[src/rtl/store_pack_pkg.sv]
// Shared store-path constants: op encodings, byte-enable patterns and a lane helper.
package store_pack_pkg;

    localparam logic [1:0] OP_SW  = 2'b00;
    localparam logic [1:0] OP_SH  = 2'b01;
    localparam logic [1:0] OP_SB  = 2'b10;
    localparam logic [1:0] OP_RSV = 2'b11;

    localparam logic [3:0] BE_WORD    = 4'b1111;
    localparam logic [3:0] BE_HALF_LO = 4'b0011;
    localparam logic [3:0] BE_HALF_HI = 4'b1100;
    localparam logic [3:0] BE_BYTE0   = 4'b0001;

    function automatic logic [31:0] rep_byte(input logic [7:0] b);
        return {4{b}};
    endfunction

endpackage

[src/rtl/store_pack_if.sv]
// Request and memory-drain handshake bundle for the store packing unit.
interface store_pack_if #(
    parameter int AW = 32
);
    logic          req_valid;
    logic          req_ready;
    logic [1:0]    req_op;
    logic [AW-1:0] req_addr;
    logic [31:0]   req_data;
    logic          mem_valid;
    logic          mem_ready;
    logic [AW-1:0] mem_addr;
    logic [3:0]    mem_be;
    logic [31:0]   mem_wdata;

    modport slave (
        input  req_valid, req_op, req_addr, req_data, mem_ready,
        output req_ready, mem_valid, mem_addr, mem_be, mem_wdata
    );

    modport master (
        output req_valid, req_op, req_addr, req_data, mem_ready,
        input  req_ready, mem_valid, mem_addr, mem_be, mem_wdata
    );
endinterface

[src/rtl/store_lane_pack.sv]
// Combinational lane packer: places store data on byte lanes and judges alignment.
module store_lane_pack
    import store_pack_pkg::*;
(
    input  logic [1:0]  op,
    input  logic [1:0]  addr_lo,
    input  logic [31:0] data,
    output logic [3:0]  be,
    output logic [31:0] wdata,
    output logic        legal
);

    // Lane placement and legality per store size
    always_comb begin
        be    = 4'b0000;
        wdata = 32'h0000_0000;
        legal = 1'b0;
        case (op)
            OP_SW: begin
                be    = BE_WORD;
                wdata = data;
                legal = (addr_lo == 2'b00);
            end
            OP_SH: begin
                if (addr_lo[1]) begin
                    be = BE_HALF_HI;
                end else begin
                    be = BE_HALF_LO;
                end
                wdata = {2{data[15:0]}};
                legal = (addr_lo[0] == 1'b0);
            end
            OP_SB: begin
                be    = BE_BYTE0 << addr_lo;
                wdata = rep_byte(data[7:0]);
                legal = 1'b1;
            end
            default: begin
                be    = 4'b0000;
                wdata = 32'h0000_0000;
                legal = 1'b0;
            end
        endcase
    end

endmodule

[src/rtl/store_pack.sv]
// Store narrowing unit: packs requests into lanes, queues them in a small FIFO,
// drains to memory over valid/ready, and flags/drops misaligned or reserved stores.
module store_pack
    import store_pack_pkg::*;
#(
    parameter int DEPTH = 2,
    parameter int AW    = 32
) (
    input  logic                       clk,
    input  logic                       rst_n,
    store_pack_if.slave                bus,
    output logic                       align_err,
    output logic [AW-1:0]              err_addr,
    output logic [$clog2(DEPTH+1)-1:0] count,
    output logic                       empty
);

    localparam int CW = $clog2(DEPTH + 1);
    localparam int PW = (DEPTH > 1) ? $clog2(DEPTH) : 1;
    localparam logic [CW-1:0] DEPTH_C = CW'(DEPTH);
    localparam logic [PW-1:0] LAST_C  = PW'(DEPTH - 1);

    logic [3:0]    lane_be_s;
    logic [31:0]   lane_wdata_s;
    logic          lane_legal_s;
    logic          req_ready_s;
    logic          accept_s;
    logic          push_s;
    logic          bad_s;
    logic          pop_s;
    logic [CW-1:0] count_nxt_s;

    logic [AW-1:0] addr_q_r [DEPTH];
    logic [3:0]    be_q_r   [DEPTH];
    logic [31:0]   data_q_r [DEPTH];
    logic [PW-1:0] wr_ptr_r;
    logic [PW-1:0] rd_ptr_r;
    logic [CW-1:0] count_r;
    logic          mem_valid_r;
    logic          align_err_r;
    logic [AW-1:0] err_addr_r;

    // Explicit compare-and-clear so non-power-of-two depths wrap correctly
    function automatic logic [PW-1:0] ptr_inc(input logic [PW-1:0] p);
        if (p == LAST_C) begin
            return {PW{1'b0}};
        end else begin
            return p + PW'(1'b1);
        end
    endfunction

    store_lane_pack u_lane (
        .op      (bus.req_op),
        .addr_lo (bus.req_addr[1:0]),
        .data    (bus.req_data),
        .be      (lane_be_s),
        .wdata   (lane_wdata_s),
        .legal   (lane_legal_s)
    );

    // No pass-through when full: readiness depends on the stored count only
    assign req_ready_s = (count_r < DEPTH_C);
    assign accept_s    = bus.req_valid && req_ready_s;
    assign push_s      = accept_s && lane_legal_s;
    assign bad_s       = accept_s && !lane_legal_s;
    assign pop_s       = mem_valid_r && bus.mem_ready;

    // Occupancy update from push/pop combination
    always_comb begin
        count_nxt_s = count_r;
        case ({push_s, pop_s})
            2'b10:   count_nxt_s = count_r + CW'(1'b1);
            2'b01:   count_nxt_s = count_r - CW'(1'b1);
            default: count_nxt_s = count_r;
        endcase
    end

    // FIFO storage, pointers and occupancy
    always_ff @(posedge clk or negedge rst_n) begin
        if (!rst_n) begin
            for (int i = 0; i < DEPTH; i++) begin
                addr_q_r[i] <= {AW{1'b0}};
                be_q_r[i]   <= 4'b0000;
                data_q_r[i] <= 32'h0000_0000;
            end
            wr_ptr_r    <= {PW{1'b0}};
            rd_ptr_r    <= {PW{1'b0}};
            count_r     <= {CW{1'b0}};
            mem_valid_r <= 1'b0;
        end else begin
            if (push_s) begin
                addr_q_r[wr_ptr_r] <= {bus.req_addr[AW-1:2], 2'b00};
                be_q_r[wr_ptr_r]   <= lane_be_s;
                data_q_r[wr_ptr_r] <= lane_wdata_s;
                wr_ptr_r           <= ptr_inc(wr_ptr_r);
            end
            if (pop_s) begin
                rd_ptr_r <= ptr_inc(rd_ptr_r);
            end
            count_r     <= count_nxt_s;
            mem_valid_r <= (count_nxt_s != {CW{1'b0}});
        end
    end

    // Error pulse and last bad address
    always_ff @(posedge clk or negedge rst_n) begin
        if (!rst_n) begin
            align_err_r <= 1'b0;
            err_addr_r  <= {AW{1'b0}};
        end else begin
            align_err_r <= bad_s;
            if (bad_s) begin
                err_addr_r <= bus.req_addr;
            end
        end
    end

    // Head presentation, forced to zero while empty
    always_comb begin
        if (mem_valid_r) begin
            bus.mem_addr  = addr_q_r[rd_ptr_r];
            bus.mem_be    = be_q_r[rd_ptr_r];
            bus.mem_wdata = data_q_r[rd_ptr_r];
        end else begin
            bus.mem_addr  = {AW{1'b0}};
            bus.mem_be    = 4'b0000;
            bus.mem_wdata = 32'h0000_0000;
        end
    end

    assign bus.req_ready = req_ready_s;
    assign bus.mem_valid = mem_valid_r;
    assign align_err     = align_err_r;
    assign err_addr      = err_addr_r;
    assign count         = count_r;
    assign empty         = (count_r == {CW{1'b0}});

endmodule
[src/flat_wrapper.sv]
// flat-port wrapper written by rule: the top's interface ports become plain ports
module store_pack_flat import store_pack_pkg::*;
#(
    parameter int DEPTH = 2,
    parameter int AW    = 32
)
  (clk, rst_n, align_err, err_addr, count, empty, bus_req_valid, bus_req_op, bus_req_addr, bus_req_data, bus_mem_ready, bus_req_ready, bus_mem_valid, bus_mem_addr, bus_mem_be, bus_mem_wdata);
  store_pack_if #(.AW(AW)) bus_i ();
  input  logic clk;
  input  logic rst_n;
  output logic align_err;
  output logic [AW-1:0] err_addr;
  output logic [$clog2(DEPTH+1)-1:0] count;
  output logic empty;
  input wire logic [$bits(bus_i.req_valid)-1:0] bus_req_valid;
  input wire logic [$bits(bus_i.req_op)-1:0] bus_req_op;
  input wire logic [$bits(bus_i.req_addr)-1:0] bus_req_addr;
  input wire logic [$bits(bus_i.req_data)-1:0] bus_req_data;
  input wire logic [$bits(bus_i.mem_ready)-1:0] bus_mem_ready;
  output wire logic [$bits(bus_i.req_ready)-1:0] bus_req_ready;
  output wire logic [$bits(bus_i.mem_valid)-1:0] bus_mem_valid;
  output wire logic [$bits(bus_i.mem_addr)-1:0] bus_mem_addr;
  output wire logic [$bits(bus_i.mem_be)-1:0] bus_mem_be;
  output wire logic [$bits(bus_i.mem_wdata)-1:0] bus_mem_wdata;
  assign bus_i.req_valid = bus_req_valid;
  assign bus_i.req_op = bus_req_op;
  assign bus_i.req_addr = bus_req_addr;
  assign bus_i.req_data = bus_req_data;
  assign bus_i.mem_ready = bus_mem_ready;
  assign bus_req_ready = bus_i.req_ready;
  assign bus_mem_valid = bus_i.mem_valid;
  assign bus_mem_addr = bus_i.mem_addr;
  assign bus_mem_be = bus_i.mem_be;
  assign bus_mem_wdata = bus_i.mem_wdata;
  store_pack #(.DEPTH(DEPTH), .AW(AW)) u_core (.clk(clk), .rst_n(rst_n), .bus(bus_i), .align_err(align_err), .err_addr(err_addr), .count(count), .empty(empty));
endmodule
[config.mk]
export PLATFORM = sky130hd
export DESIGN_NAME = store_pack_flat
export DESIGN_NICKNAME = d
export VERILOG_FILES = /design/src/rtl/store_pack_pkg.sv /design/src/rtl/store_pack_if.sv /design/src/rtl/store_lane_pack.sv /design/src/rtl/store_pack.sv /design/src/flat_wrapper.sv
export SDC_FILE = /design/constraint.sdc
export NUM_CORES = 1
export LEC_CHECK = 0
export CAP_MARGIN = 10
export CORE_UTILIZATION = 60
export CTS_CLUSTER_SIZE = 10
export DETAILED_ROUTE_END_ITERATION = 12
export DONT_BUFFER_PORTS = 1
export HOLD_SLACK_MARGIN = 0.02
export PLACE_DENSITY = 0.73
export SETUP_SLACK_MARGIN = 0.05
export SLEW_MARGIN = 20
export SYNTH_ARGS = -nofsm -noshare
export SYNTH_HDL_FRONTEND = slang
export SYNTH_SLANG_ARGS = --single-unit
export TNS_END_PERCENT = 30
[constraint.sdc]
create_clock -name clk -period 2.43 [get_ports clk]
set_clock_uncertainty 0.15 [all_clocks]
set_input_delay 0.243 -clock clk [delete_from_list [all_inputs] [get_ports clk]]
set_output_delay 0.243 -clock clk [all_outputs]
set_load 0.03 [all_outputs]
==> run summary, run 1 <==
The run finished, with violations left. Measured against its own limit, the worst slew margin works out to 52.77%. The buffer and inverter count on the worst path came out at 2. The aggregate global-route resource usage is 26.20%. Yosys mapped a number of flops with a built-in enable equal to 0. The number of antenna-violating nets in the routed design came out at 0. Entering global routing, the biggest net connects 171 pins. The mean instance size in the synthesized netlist is 13.71 sq um. The max-cap check violation count came out at 0. The filler cells instantiated in the layout total 900. The via count came out at 4986. The worst hold path belongs to the class primary input to async pin.

The signal on the critical path passes through dlygate4sd3_1 > mux2i_4 > and4b_4 > buf_12 > mux2_2. The part of the Yosys area used for sequential elements came out at 51.64%. In the routed layout, each cell is associated on average with a via count of 5.640. For this design the ratio of total power to cell area is 1521 nW/um^2. The maximum fanout count along the critical path came out at 36. The initial antenna violation count is 1. TritonCTS built the clock tree. The clock slew seen by the registers of the worst setup and hold paths is 0.06 ns. In this run the standard cell core region covers 13300 sq um.

The CTS sink count came out at 170. The total die area is 14200 sq um. The number of buffers inserted for hold repair after clock tree synthesis came out at 43.

The utilization of the core after routing came out at 73.86%. The critical path data required time is 2.58 ns. The worst hold slack across all endpoints is -0.6310 ns. The share of the synthesized area in the top cell type came out at 51.64%. The number of H-tree levels is 4.

Setup repair after global routing left no endpoint under its margin. The total overflow left after global routing is 0. The width of the die came out at 119.2 um. Among all flip-flop cells after synthesis, the most frequent one is sky130_fd_sc_hd__dfrtp_1. In this run the worst setup path begins at bus_req_op[1]. In the final layout, the share of cells above drive strength 1 is 38.47%. The wire length of the first global-routing pass is 28410 um. The final net count came out at 766. The number of pins with negative max-slew slack in the final report is 0.

The worst path needs 2.241 ns of the cycle, external delays included. Ranked by instance count, the synthesized netlist is headed by sky130_fd_sc_hd__dfrtp_1, sky130_fd_sc_hd__mux2_2, sky130_fd_sc_hd__mux2i_1, sky130_fd_sc_hd__nor2b_1, sky130_fd_sc_hd__mux2_4. The biggest area contributor in the post-synthesis netlist is sky130_fd_sc_hd__dfrtp_1. The flip-flop and latch area is 4259 sq um. Overall power consumption after layout is estimated at 14.94 mW. The routed length per placed instance came out at 19.64 um. The share of synthesized flip-flops with an asynchronous set or reset is 100.0%. The starting density of the core came out at 61.96%. The insertion delay of the later-clocked pin in the worst-skew pair came out at 0.42 ns.

The area growth from synthesis to final layout is 19.20%. Sorting the synthesized cells by area gives the leading types as sky130_fd_sc_hd__dfrtp_1, sky130_fd_sc_hd__mux2_2, sky130_fd_sc_hd__mux2i_1, sky130_fd_sc_hd__mux2_4, sky130_fd_sc_hd__nor2b_1. The slew at the pin with the worst max-slew slack came out at 0.7058 ns. The cell sitting at the root of the clock tree is a sky130_fd_sc_hd__clkbuf_16. The final count of hold timing violations came out at 170. The sum of net half-perimeters after detailed placement came out at 11310 um. Buffers inserted during clock tree synthesis total 17. The worst-case setup slack after placement came out at 0.4629 ns. The number of synthesized register bits is 170.

The cell type of the slowest stage on the worst timing path is sky130_fd_sc_hd__dlygate4sd3_1. The cell area after technology mapping is 8238 sq um. The number of instances in the synthesized netlist came out at 601. The number of detailed-route iterations in the first pass came out at 6. The critical path launch point type is a primary input.

The cell family with the largest share of critical-path delay is buffers and inverters. The total length of routed wires is 17360 um. The total of endpoints with negative setup slack in the final report is 0. The peak supply drop came out at 0.9558 mV. The multi-input combinational cells in the finished layout cover a total of 3686 sq um. The maximum clock rate is 0.4462 GHz. After detailed routing, the number of remaining DRC violations is 0. The checks that failed: hold timing.

The floorplan has 42 rows. The sum of negative setup slack came out at 0 ns. After layout, the worst setup slack is 0.1888 ns. The longest individual stage delay on the worst path is 0.68 ns. The number of primary I/O pins came out at 176. Buffers placed on the I/O ports in this run total 0. The via count of the first global-routing pass came out at 5352.

The type of the setup path with the least slack is primary input to register. STA classifies the critical path endpoint as a register. STA puts the critical path data arrival time at 2.39 ns. The first routing iteration left 252 violations. The startpoint of the worst-slack reg-to-reg timing path is u_core.count[1]$_DFF_PN0_.

By instance count, the leading cell after synthesis is sky130_fd_sc_hd__dfrtp_1. The Yosys warning count came out at 0. The final RePlAce weighted congestion came out at 0.8747. In this run the deepest clock path goes through 2 buffers. The die height came out at 119.2 um. Counting distinct cell types in the post-synthesis netlist gives 31. Of the available clock period, the critical path in the final layout requires 92.23%. The leakage dissipation came out at 4.525 nW.
## flip-flops by register name, summed over array words and instances, names as in the netlist, 2 cells and up
register	count
u_core.data_q_r	64
u_core.be_q_r	8
u_core.addr_q_r	60
u_core.err_addr	32
u_core.count	2
## per-layer routing
metal  share of wire, %  GRT usage (%)  up-vias
li1                   -              -     2282
met4                2.2          9.731        0
met3                4.9          5.843       25
met1                 44          34.20     2542
met2                 49          42.84      137
met5                  0              0        -
## area by class of cell
class	count	area share (%)
antenna	1	0.02548
clock buffer	23	5.071
clock inverter	8	0.8919
inverter	10	0.3823
multi-input combinational	381	37.54
sequential	170	43.37
tap	176	2.243
timing repair buffer	115	10.47
## cell usage in the layout, fill, tap and decap left out, types with 2 or more instances in the layout
| cell type | instances |
|---|---|
| sky130_fd_sc_hd__dlygate4sd3_1 | 43 |
| sky130_fd_sc_hd__buf_12 | 4 |
| sky130_fd_sc_hd__clkbuf_16 | 17 |
| sky130_fd_sc_hd__mux2_4 | 40 |
| sky130_fd_sc_hd__nor2_1 | 2 |
| sky130_fd_sc_hd__xnor2_1 | 3 |
| sky130_fd_sc_hd__nand3b_1 | 9 |
| sky130_fd_sc_hd__clkbuf_8 | 5 |
| sky130_fd_sc_hd__o22ai_1 | 2 |
| sky130_fd_sc_hd__dfrtp_1 | 168 |
| sky130_fd_sc_hd__inv_1 | 10 |
| sky130_fd_sc_hd__clkinv_4 | 4 |
| sky130_fd_sc_hd__clkinvlp_4 | 3 |
| sky130_fd_sc_hd__a21o_1 | 2 |
| sky130_fd_sc_hd__o21ai_0 | 25 |
| sky130_fd_sc_hd__nand2_1 | 2 |
| sky130_fd_sc_hd__and2_1 | 9 |
| sky130_fd_sc_hd__mux2_2 | 124 |
| sky130_fd_sc_hd__buf_4 | 67 |
| sky130_fd_sc_hd__nor2b_1 | 68 |
| sky130_fd_sc_hd__conb_1 | 2 |
| sky130_fd_sc_hd__mux2i_1 | 82 |
## worst register-to-register path: stages, from the launching register on
cell,delay [ns]
sky130_fd_sc_hd__dfrtp_1,0.38
sky130_fd_sc_hd__nor2b_1,0.23
sky130_fd_sc_hd__and4b_4,0.45
sky130_fd_sc_hd__buf_12,0.29
sky130_fd_sc_hd__mux2_2,0.37
## what timing repair did
action	in CTS	in global routing
endpoints found under the hold margin	288	170
setup buffers	1	0
endpoints found under the setup margin	5	0
resized for setup	0	0
## report_power, final
part / switching, mW / internal (mW)
clock: 1.06 / 1.55
sequential: 1.46 / 4.24
combinational: 3.43 / 3.20
total: 5.95 / 8.99
## metrics by stage
stage / area, sq um / instances
6_report: 9819 / 884
3_3_place_gp: 8786 / 808
4_1_cts: 9817 / 883
2_1_floorplan: 8242 / 602
3_5_place_dp: 8786 / 808
5_1_grt: 9819 / 884
## cells by family after synthesis
| family | synth area share (%) |
|---|---|
| buffers and inverters | 3.752 |
| flip-flops | 51.64 |
| adder cells (fa/ha/maj) | 0.1519 |
| XOR/XNOR | 0.4254 |
| other | 0.04552 |
| AND/OR/NAND/NOR | 7.457 |
| multiplexers | 34.48 |
| AO/OA/AOI/OAI | 2.050 |
## worst paths after layout
| check | end | slack [ns] | depth (start not counted) |
|---|---|---|---|
| max | u_core.data_q_r[60]$_DFFE_PN0P_ | 0.19 | 5 |
| min | u_core.data_q_r[41]$_DFFE_PN0P_ | -0.63 | 0 |
| max reg2reg | u_core.data_q_r[60]$_DFFE_PN0P_ | 0.44 | 4 |
| min reg2reg | u_core.data_q_r[7]$_DFFE_PN0P_ | 0.36 | 1 |
| max in group asynchronous | u_core.rd_ptr_r$_DFFE_PN0P_ | 2.43 | 0 |
| min in group clk | u_core.be_q_r[2]$_DFFE_PN0P_ | 0.05 | 2 |
No activity file was read; power rests on OpenSTA's default activity.
==> inputs of run 2 (changes only) <==
- CORE_UTILIZATION: 60 -> 45
- PLACE_DENSITY: 0.73 -> 0.57
==> run summary, run 2 (synthesis results as in run 1) <==
The flow ran to the end, but the final reports show violations. The final reports fail on hold timing. The pin count of the biggest net entering global routing is 171 (unchanged). The worst hold path belongs to the class primary input to async pin. The number of H-tree levels came to 4 (unchanged). The worst register-to-register path begins at u_core.count[1]$_DFF_PN0_. The number of antenna-violating nets in the routed design came out at 0 (unchanged).

The routed via count divided by cell count came out at 5.299 (-6.0%). The sum of net half-perimeters after detailed placement was 11780 um (+4.1%). The register with the most flip-flops in the final layout is u_core.data_q_r. The via count of the first global-routing pass is 5114 (-4.4%). The starting density of the core is 45.86% (-16 points). The total of endpoints with negative setup slack in the final report came out at 0 (unchanged). The clock tree from TritonCTS is yes. The utilization of the core after routing came out at 54.57% (-19 points). The number of I/O port buffers is 0 (unchanged). The critical path launch point type is a register. The power density over the cells came to 1502 nW/um^2 (-1.3%).

The number of DRC violations after detailed routing came out at 0 (unchanged). The cell internal power dissipation was 8.779 mW (-2.3%). In the layout the commonest cells are sky130_fd_sc_hd__dfrtp_1, sky130_fd_sc_hd__mux2_2, sky130_fd_sc_hd__mux2i_1, sky130_fd_sc_hd__nor2b_1, sky130_fd_sc_hd__buf_4. The number of buffers inserted for hold repair after clock tree synthesis is 42 (-2.3%).

The leakage dissipation is 4.468 nW (-1.3%). The placement-stage cell area came out at 8792 sq um (about the same). The layout cell share with drive strength beyond 1 came out at 37.41% (-1.1 points).

The finished layout cell area is 9802 sq um (-0.18%). The detailed router's first-iteration violation count is 173 (-31%). The number of primary I/O pins is 176 (unchanged). The width of the die came out at 137.3 um (+15%). The insertion delay of the later-clocked pin in the worst-skew pair is 0.42 ns (about the same). The worst hold slack across all endpoints is -0.6350 ns (-0.004055 ns). The critical path data required time came to 2.04 ns (-0.54 ns). The part of the power in registers is 38.2% (about the same). The wire length of the first global-routing pass came to 27810 um (-2.1%). The post-cts sizing count came to 0 (unchanged). The cell count after placement is 848 (+5.0%).

The fraction of power spent switching nets was 40.37% (+0.54 points). The post-layout worst setup margin came out at 0.2089 ns (+0.02015 ns). The clock slew seen by the registers of the worst setup and hold paths was 0.06 ns (about the same).

The maximum clock rate came out at 0.4502 GHz (+0.91%). The number of detailed-route iterations in the first pass came out at 4 (-2). The aggregate global-route resource usage came out at 19.70% (-6.5 points). The share of the clock period used by the worst path after layout is 91.40% (-0.83 points). The die height is 137.3 um (+15%).

The maximum fanout count along the critical path is 56 (+56%). The floorplan row count is 49 (+17%). The total length of routed wires is 17860 um (+2.9%). Setup repair after global routing left no endpoint under its margin.

The largest buffer count on any clock path came out at 2 (unchanged). The relative slew slack is 56.38% (+3.6 points). The worst setup path is captured at an output pin. The final count of hold timing violations is 170 (unchanged).

The area growth from synthesis to final layout came out at 18.99%. The combinational power share was 44.1% (-0.2 points). The number of flip-flops in the largest register came out at 64 (unchanged). The max-cap check violation count came out at 0 (unchanged). The via count is 4902 (-1.7%). The slew at the pin with the worst max-slew slack is 0.6530 ns (-0.05281 ns).

The routed length per placed instance was 19.31 um (-1.7%). The clock network power share came to 17.8% (+0.3 points). The final cell count without fillers is 925 (+4.6%). The switching component of the power came out at 5.943 mW (about the same).

The worst-case setup slack after placement came to 0.3547 ns (-0.1082 ns). The total power draw came to 14.72 mW (-1.4%). The final RePlAce weighted congestion came to 0.8085 (-7.6%). The sum of negative setup slack came to 0 ns (unchanged). The peak supply drop came out at 0.6967 mV (-27%). Clock tree synthesis selected as its root buffer the cell sky130_fd_sc_hd__clkbuf_16. The CTS sink count is 170 (unchanged). The placeable core area is 17960 sq um (+35%). The time the final worst path needs with I/O delays and setup is 2.221 ns (-0.02015 ns).

The setup slack on the worst flop-to-flop path came out at 0.39 ns (-0.05 ns). The final net count is 753 (-1.7%). The number of buffers created by CTS is 17 (unchanged). The type of the setup path with the least slack is register to output pin. The total die area is 18850 sq um (+33%). The remaining global-route overflow came to 0 (unchanged).

The most common cell after layout, fill and taps aside is sky130_fd_sc_hd__dfrtp_1. The endpoint arrival time on the critical path came out at 1.83 ns (-0.56 ns). In this run the critical register-to-register path is captured at u_core.addr_q_r[39]$_DFFE_PN0P_. The initial antenna violation count is 1 (unchanged). The number of pins with negative max-slew slack in the final report is 0 (unchanged). The cell depth of the worst flop-to-flop path is 4 (unchanged).
==> run 2: power groups by stage <==
stage / Combinational [mW] / Sequential, mW / Clock [mW]
6_report: 6.49 / 5.62 / 2.61
5_1_grt: 6.92 / 5.81 / 2.78
3_5_place_dp: 6.41 / 5.74 / 0
2_1_floorplan: 4.97 / 5.43 / 0
3_3_place_gp: 6.30 / 5.67 / 0
4_1_cts: 6.49 / 5.69 / 2.68
==> run 2: layout make-up <==
type                       count  area, sq um
multi-input combinational    381         3686
timing repair buffer         102        958.4
clock buffer                  21        460.4
clock inverter                11        111.4
fill                        1550         8162
inverter                      10        37.54
sequential                   170         4259
tap                          229        286.5
antenna                        1        2.502
==> run 2: layer usage <==
| layer | GRT usage, % | vias up | part of all wire, % |
|---|---|---|---|
| li1 | - | 2252 | - |
| met1 | 26.74 | 2503 | 46 |
| met2 | 30.42 | 127 | 48 |
| met3 | 4.341 | 20 | 5.1 |
| met4 | 8.181 | 0 | 1.6 |
| met5 | 0 | - | 0 |
==> run 2: critical path, stage by stage (launching register included) <==
cell,delay (ns)
sky130_fd_sc_hd__dfrtp_2,0.52
sky130_fd_sc_hd__buf_12,0.30
sky130_fd_sc_hd__nor2b_1,0.58
==> run 2: how the worst max path moves through the flow <==
stage	startpoint	end	slack (ns)
after global routing	u_core.bus.mem_valid$_DFF_PN0_	bus_mem_addr[14]	0.12
after global placement	u_core.count[1]$_DFF_PN0_	u_core.addr_q_r[40]$_DFFE_PN0P_	0.43
after floorplan	u_core.rd_ptr_r$_DFFE_PN0P_	bus_mem_wdata[10]	0.53
after detailed placement	u_core.count[1]$_DFF_PN0_	u_core.addr_q_r[39]$_DFFE_PN0P_	0.35
after CTS	u_core.rd_ptr_r$_DFFE_PN0P_	bus_mem_wdata[18]	0.05
final	u_core.bus.mem_valid$_DFF_PN0_	bus_mem_addr[14]	0.21
==> run 2: repair_timing <==
action,CTS,global route
endpoints found under the hold margin,285,170
setup buffers,0,2
setup endpoints to repair,0,8
